## src/rtl/day_display_pkg.sv

```systemverilog
// Shared constants and types for the weekday letter display: letter codes,
// active-high 7-segment glyphs, day indices and the letter bus payload.
package day_display_pkg;

  localparam int unsigned CODE_W = 4;
  localparam int unsigned SEG_W  = 7;
  localparam int unsigned DIGITS = 4;
  localparam int unsigned DIG_W  = 2;

  localparam logic [CODE_W-1:0] C_SPACE = 4'h0;
  localparam logic [CODE_W-1:0] C_A     = 4'h1;
  localparam logic [CODE_W-1:0] C_D     = 4'h2;
  localparam logic [CODE_W-1:0] C_E     = 4'h3;
  localparam logic [CODE_W-1:0] C_F     = 4'h4;
  localparam logic [CODE_W-1:0] C_H     = 4'h5;
  localparam logic [CODE_W-1:0] C_I     = 4'h6;
  localparam logic [CODE_W-1:0] C_N     = 4'h7;
  localparam logic [CODE_W-1:0] C_O     = 4'h8;
  localparam logic [CODE_W-1:0] C_P     = 4'h9;
  localparam logic [CODE_W-1:0] C_R     = 4'hA;
  localparam logic [CODE_W-1:0] C_S     = 4'hB;
  localparam logic [CODE_W-1:0] C_T     = 4'hC;
  localparam logic [CODE_W-1:0] C_U     = 4'hD;

  // Glyph bit order is {g,f,e,d,c,b,a}, active-high.
  localparam logic [SEG_W-1:0] G_BLANK = 7'h00;
  localparam logic [SEG_W-1:0] G_A     = 7'h77;
  localparam logic [SEG_W-1:0] G_D     = 7'h5E;
  localparam logic [SEG_W-1:0] G_E     = 7'h79;
  localparam logic [SEG_W-1:0] G_F     = 7'h71;
  localparam logic [SEG_W-1:0] G_H     = 7'h76;
  localparam logic [SEG_W-1:0] G_I     = 7'h06;
  localparam logic [SEG_W-1:0] G_N     = 7'h54;
  localparam logic [SEG_W-1:0] G_O     = 7'h3F;
  localparam logic [SEG_W-1:0] G_P     = 7'h73;
  localparam logic [SEG_W-1:0] G_R     = 7'h50;
  localparam logic [SEG_W-1:0] G_S     = 7'h6D;
  localparam logic [SEG_W-1:0] G_T     = 7'h78;
  localparam logic [SEG_W-1:0] G_U     = 7'h3E;

  typedef enum logic [2:0] {
    MON = 3'd0,
    TUE = 3'd1,
    WED = 3'd2,
    THU = 3'd3,
    FRI = 3'd4,
    SAT = 3'd5,
    SUN = 3'd6
  } day_e;

  typedef struct packed {
    logic [CODE_W-1:0] fourth;
    logic [CODE_W-1:0] third;
    logic [CODE_W-1:0] second;
    logic [CODE_W-1:0] first;
  } letter_bus_t;

  typedef enum logic {
    PH_VISIBLE = 1'b0,
    PH_HIDDEN  = 1'b1
  } blink_phase_e;

  // Select the letter code shown at digit position idx (0 = leftmost).
  function automatic logic [CODE_W-1:0] code_at(letter_bus_t bus, logic [DIG_W-1:0] idx);
    case (idx)
      2'd0:    return bus.first;
      2'd1:    return bus.second;
      2'd2:    return bus.third;
      default: return bus.fourth;
    endcase
  endfunction

endpackage

```

## src/rtl/letter_seg_decoder.sv

```systemverilog
// Combinational letter-code to active-high 7-segment glyph decoder.
// Undefined codes (E, F) decode to a blank digit.
module letter_seg_decoder
  import day_display_pkg::*;
(
  input  logic [CODE_W-1:0] code,
  output logic [SEG_W-1:0]  glyph_c
);

  always_comb begin
    glyph_c = G_BLANK;
    case (code)
      C_SPACE: glyph_c = G_BLANK;
      C_A:     glyph_c = G_A;
      C_D:     glyph_c = G_D;
      C_E:     glyph_c = G_E;
      C_F:     glyph_c = G_F;
      C_H:     glyph_c = G_H;
      C_I:     glyph_c = G_I;
      C_N:     glyph_c = G_N;
      C_O:     glyph_c = G_O;
      C_P:     glyph_c = G_P;
      C_R:     glyph_c = G_R;
      C_S:     glyph_c = G_S;
      C_T:     glyph_c = G_T;
      C_U:     glyph_c = G_U;
      default: glyph_c = G_BLANK;
    endcase
  end

endmodule

```

## src/rtl/day_letter_display.sv

```systemverilog
// Four-digit multiplexed 7-segment display for the weekday letters: shadow
// latch on load, scanned digits with a one-clock anti-ghost blank, optional blink.
module day_letter_display
  import day_display_pkg::*;
#(
  parameter int unsigned CLK_DIV     = 50000,
  parameter int unsigned BLINK_TICKS = 256,
  parameter bit          ACTIVE_LOW  = 1'b1
) (
  input  logic              clk,
  input  logic              reset_n,
  input  logic              load,
  input  logic [CODE_W-1:0] first_letter,
  input  logic [CODE_W-1:0] second_letter,
  input  logic [CODE_W-1:0] third_letter,
  input  logic [CODE_W-1:0] fourth_letter,
  input  logic              blink_en,
  output logic [SEG_W-1:0]  seg,
  output logic [DIGITS-1:0] an,
  output logic [DIG_W-1:0]  cur_digit
);

  localparam int unsigned PRE_W = $clog2(CLK_DIV);
  localparam int unsigned BLK_W = (BLINK_TICKS > 1) ? $clog2(BLINK_TICKS) : 1;
  localparam logic [SEG_W-1:0]  SEG_POL = {SEG_W{ACTIVE_LOW}};
  localparam logic [DIGITS-1:0] AN_POL  = {DIGITS{ACTIVE_LOW}};

  letter_bus_t       shadow_q;
  logic [PRE_W-1:0]  presc_q;
  logic [BLK_W-1:0]  blink_cnt_q;
  blink_phase_e      phase_q;
  blink_phase_e      phase_d;
  logic              tick_c;
  logic              blink_wrap_c;
  logic              blank_c;
  logic [CODE_W-1:0] code_c;
  logic [SEG_W-1:0]  glyph_c;
  logic [SEG_W-1:0]  seg_d;
  logic [DIGITS-1:0] an_d;

  assign tick_c       = (presc_q == PRE_W'(CLK_DIV - 1));
  assign blink_wrap_c = (blink_cnt_q == BLK_W'(BLINK_TICKS - 1));
  assign code_c       = code_at(shadow_q, cur_digit);

  letter_seg_decoder u_decoder (
    .code    (code_c),
    .glyph_c (glyph_c)
  );

  // All four letters are captured on the same edge so a digit never tears.
  always_ff @(posedge clk or negedge reset_n) begin
    if (!reset_n) begin
      shadow_q <= '{fourth: C_SPACE, third: C_SPACE, second: C_SPACE, first: C_SPACE};
    end else if (load) begin
      shadow_q <= '{fourth: fourth_letter, third: third_letter,
                    second: second_letter, first: first_letter};
    end
  end

  // Slot prescaler and scanned-digit index.
  always_ff @(posedge clk or negedge reset_n) begin
    if (!reset_n) begin
      presc_q   <= '0;
      cur_digit <= '0;
    end else if (tick_c) begin
      presc_q   <= '0;
      cur_digit <= cur_digit + DIG_W'(1);
    end else begin
      presc_q   <= presc_q + PRE_W'(1);
    end
  end

  // Counts slot ticks within one blink half-period.
  always_ff @(posedge clk or negedge reset_n) begin
    if (!reset_n) begin
      blink_cnt_q <= '0;
    end else if (!blink_en) begin
      blink_cnt_q <= '0;
    end else if (tick_c) begin
      blink_cnt_q <= blink_wrap_c ? '0 : blink_cnt_q + BLK_W'(1);
    end
  end

  always_ff @(posedge clk or negedge reset_n) begin
    if (!reset_n) begin
      phase_q <= PH_VISIBLE;
    end else begin
      phase_q <= phase_d;
    end
  end

  always_comb begin
    phase_d = phase_q;
    if (!blink_en) begin
      phase_d = PH_VISIBLE;
    end else if (tick_c && blink_wrap_c) begin
      phase_d = (phase_q == PH_VISIBLE) ? PH_HIDDEN : PH_VISIBLE;
    end
  end

  // Digit goes dark on the slot-change clock and while blink hides it.
  always_comb begin
    seg_d   = G_BLANK;
    an_d    = '0;
    blank_c = tick_c || ((phase_q == PH_HIDDEN) && blink_en);
    if (!blank_c) begin
      an_d  = DIGITS'(1) << cur_digit;
      seg_d = glyph_c;
    end
  end

  always_ff @(posedge clk or negedge reset_n) begin
    if (!reset_n) begin
      seg <= SEG_POL;
      an  <= AN_POL;
    end else begin
      seg <= seg_d ^ SEG_POL;
      an  <= an_d ^ AN_POL;
    end
  end

endmodule

```

## config.mk

```make
export PLATFORM = sky130hd
export DESIGN_NAME = day_letter_display
export DESIGN_NICKNAME = d
export VERILOG_FILES = /design/src/rtl/day_display_pkg.sv /design/src/rtl/letter_seg_decoder.sv /design/src/rtl/day_letter_display.sv
export SDC_FILE = /design/constraint.sdc
export NUM_CORES = 1
export LEC_CHECK = 0
export CELL_PAD_IN_SITES_DETAIL_PLACEMENT = 1
export CELL_PAD_IN_SITES_GLOBAL_PLACEMENT = 2
export CORE_ASPECT_RATIO = 1.2
export CORE_MARGIN = 1.5
export CORE_UTILIZATION = 36
export DETAILED_ROUTE_END_ITERATION = 8
export HOLD_SLACK_MARGIN = 0.1
export PLACE_DENSITY = 0.85
export SYNTH_ARGS = -nofsm -noshare
export SYNTH_HDL_FRONTEND = slang
export SYNTH_SLANG_ARGS = --single-unit
```

## constraint.sdc

```tcl
create_clock -name clk -period 2.83 [get_ports clk]
set_input_delay 0.283 -clock clk [delete_from_list [all_inputs] [get_ports clk]]
set_output_delay 0.283 -clock clk [all_outputs]
set_load 0.005 [all_outputs]
```

==> summary.txt <==
Initial antenna violation count: 0
WP buf/inv: 2
Placer Congestion: 0.839
Crit Path Class: flop to flop
WL final: 6200 um
Yosys reg bits: 54
EDFF count, synth: 0
Synthesized net count: 275
Post-synth top area share: 40.1%
Unrepaired setup endpoints after global routing: false
Final setup fails: 0
Post-cts resize count: 0
Dpl hpwl: 4560 um
Hold path depth: 1
Fin util: 44.6%
Max FO, Critical Path: 6
1st-iter DRT viols: 68
Share of layout cells above drive strength 1: 15.2%
Final nets: 313
Mean Syn Cell Area: 11.0 um^2
Sequential area share after synthesis: 50.9%
Initial core utilization: 37.1%
Die X: 81.8 um
Post-synth ARST share: 100%
Worst hold path type: flop to flop
Cell type of the slowest stage on the worst timing path: dfrtp_1
Tcrit/Tclk final: 86.8%
Max Clk Rate: 407 MHz
Outcome: completed
Critical path endpoint category: flop
Worst r2r path cells: 8
Crit-path cells: inv_1 > ha_1 > a222oi_1 > mux2i_1 > inv_1 > ha_1 > mux2_2 > a221o_1
Cell Pwr Density: 467 nW/um^2
WL/cell: 16.7 um
Vias in the first global route: 2,201
Clock sink count: 54
Actual slew at the worst max-slew pin: 0.746 ns
Setup_tns: 0 ns
Max-slew violations: 0
Most common cell after layout, fill and taps aside: dfrtp_1
Diodes inserted: 0
Max_cap viols: 0
Port Buf Inserts: 32
DIE HEIGHT: 97.6 um
GRT Total Usage: 17.1%
Yosys top cell by area: dfrtp_1
First-pass DRT Iterations: 4
Post-DRT Antenna Nets: 0
CORE AREA: 7230 um^2
Crit path depth: 8
Rel. slew slack: 49.6%
Vias: 2,013
Dominant synthesized flop cell: dfrtp_1
Tmin final: 2.46 ns
Synthesis-to-layout area growth: 20.1%
Critical Path RT: 3.07 ns
Max stage delay on crit path: 0.44 ns
Worst vdd ir: 0.000217 V
Area contributors post-synth: dfrtp_1 (40%), dfstp_2 (11%), mux2_2 (7.1%)
Row Count: 34
Grt ovf: 0
Worst EP arrival: 2.70 ns
CP startpoint kind: flop
Dpl ws: 0.375 ns
TritonCTS Buffers: 5
Commonest non-fill, non-tap cells in the layout: dfrtp_1 (43), clkdlybuf4s50_1 (31), nand2_1 (22)
H-tree lvl count: 2
Mapped Area: 2680 um^2
Reg clk slew, reported paths: 0.10 ns
Final Hold Viols: 0
Largest net degree at the start of global routing: 29
Drt drc: 0
First-pass GRT wire length: 10,600 um
Synthesis warning total: 0
DIE AREA: 7980 um^2
CTS tree: yes
Routed vias/inst: 5.41
Post-synthesis instance total: 243
Clock latency on the worst-skew pair: 0.31 ns
Worst Clk Skew: 0.00962 ns
Top Family by Delay on Critical Path: multiplexers
I/O Pins: 33
Unique masters post-synth: 46
Clk buf depth: 2
Clock root buffer: clkbuf_8
Leakage power: 0.00133 uW
Setup ws final: 0.372 ns
## cell usage after synthesis, types with 3 or more instances
cell type,number
or3_1,5
xor2_1,8
nor2b_1,4
nand4_1,3
clkbuf_1,3
mux2i_1,5
o41ai_1,3
nand2_1,22
and2_1,4
nand3_1,11
dfstp_2,11
a21oi_1,15
o21ai_0,11
nor3_1,5
mux2_2,17
inv_1,11
dfrtp_1,43
ha_1,12
xnor2_1,4
nor2_1,9
a211oi_1,5
## layout make-up
type | instances | area, um^2
Timing Repair Buffer | 36 | 360
Sequential cell | 54 | 1370
Clock buffer | 6 | 82.6
Tap cell | 90 | 113
Inverter | 11 | 41.3
Fill cell | 833 | 4010
Multi-Input combinational cell | 173 | 1250
Clock inverter | 2 | 12.5
## worst reg2reg max path: stages (launching register included)
cell      delay [ns]
dfrtp_1         0.44
inv_1           0.15
ha_1            0.28
a222oi_1        0.13
mux2i_1         0.35
inv_1           0.17
ha_1            0.27
mux2_2          0.27
a221o_1         0.35
## metrics by stage
step	total power, uW	hold slack, ns	std cells	area (um^2)
final	1510	0.490	372	3220
after global routing	1580	0.512	372	3220
after CTS	1530	0.498	372	3220
after detailed placement	1070	0.349	363	3120
after global placement	1060	0.337	363	3120
after floorplan	953	-0.0126	243	2680
## registers in the layout, indices dropped and copies added (netlist names)
| name | cells |
|---|---|
| seg | 7 |
| an | 4 |
| phase_q | 1 |
| blink_cnt_q | 8 |
| presc_q | 16 |
| shadow_q | 16 |
| cur_digit | 2 |
## worst paths after layout
check | start | endpoint | slack [ns]
worst min-delay path | blink_cnt_q[7] | blink_cnt_q[7] | 0.49
worst max-delay path | cur_digit[0] | seg[2] | 0.37
worst min register to register | blink_cnt_q[7] | blink_cnt_q[7] | 0.49
worst max register to register | cur_digit[0] | seg[2] | 0.37
min in group asynchronous | reset_n | shadow_q[0] | 0.54
max in group asynchronous | reset_n | blink_cnt_q[0] | 1.70
## per-layer routing
layer  up-vias  part of all wire (%)  global-route usage, %
met5         -                     0                      0
met3         7                   3.0                   3.10
li1        965                     -                      -
met1      1005                    42                   20.3
met4         0                   1.0                   4.30
met2        36                    54                   30.8
## where the power goes
group	internal (uW)	switching, uW
clock	197	255
combinational	115	93.6
sequential	826	18.9
total	1140	368
## kinds of logic (layout without fill, tap and decap cells)
| logic type | count (synthesis) | in the layout | synth area share, % |
|---|---|---|---|
| AND/OR/NAND/NOR | 75 | 75 | 15.2 |
| adder cells (fa/ha/maj) | 12 | 12 | 5.59 |
| AO/OA/AOI/OAI | 52 | 52 | 12.9 |
| multiplexers | 22 | 22 | 9.00 |
| buffers and inverters | 16 | 55 | 2.56 |
| XOR/XNOR | 12 | 12 | 3.92 |
| flip-flops | 54 | 54 | 50.9 |
## what timing repair did
| action | CTS | global route |
|---|---|---|
| hold buffers | 1 | 0 |
| hold endpoints to repair | 15 | 0 |
| buffers inserted | 0 | 0 |
| setup endpoints to repair | 0 | 0 |
Note: power is estimated with default switching activity, not from simulation.
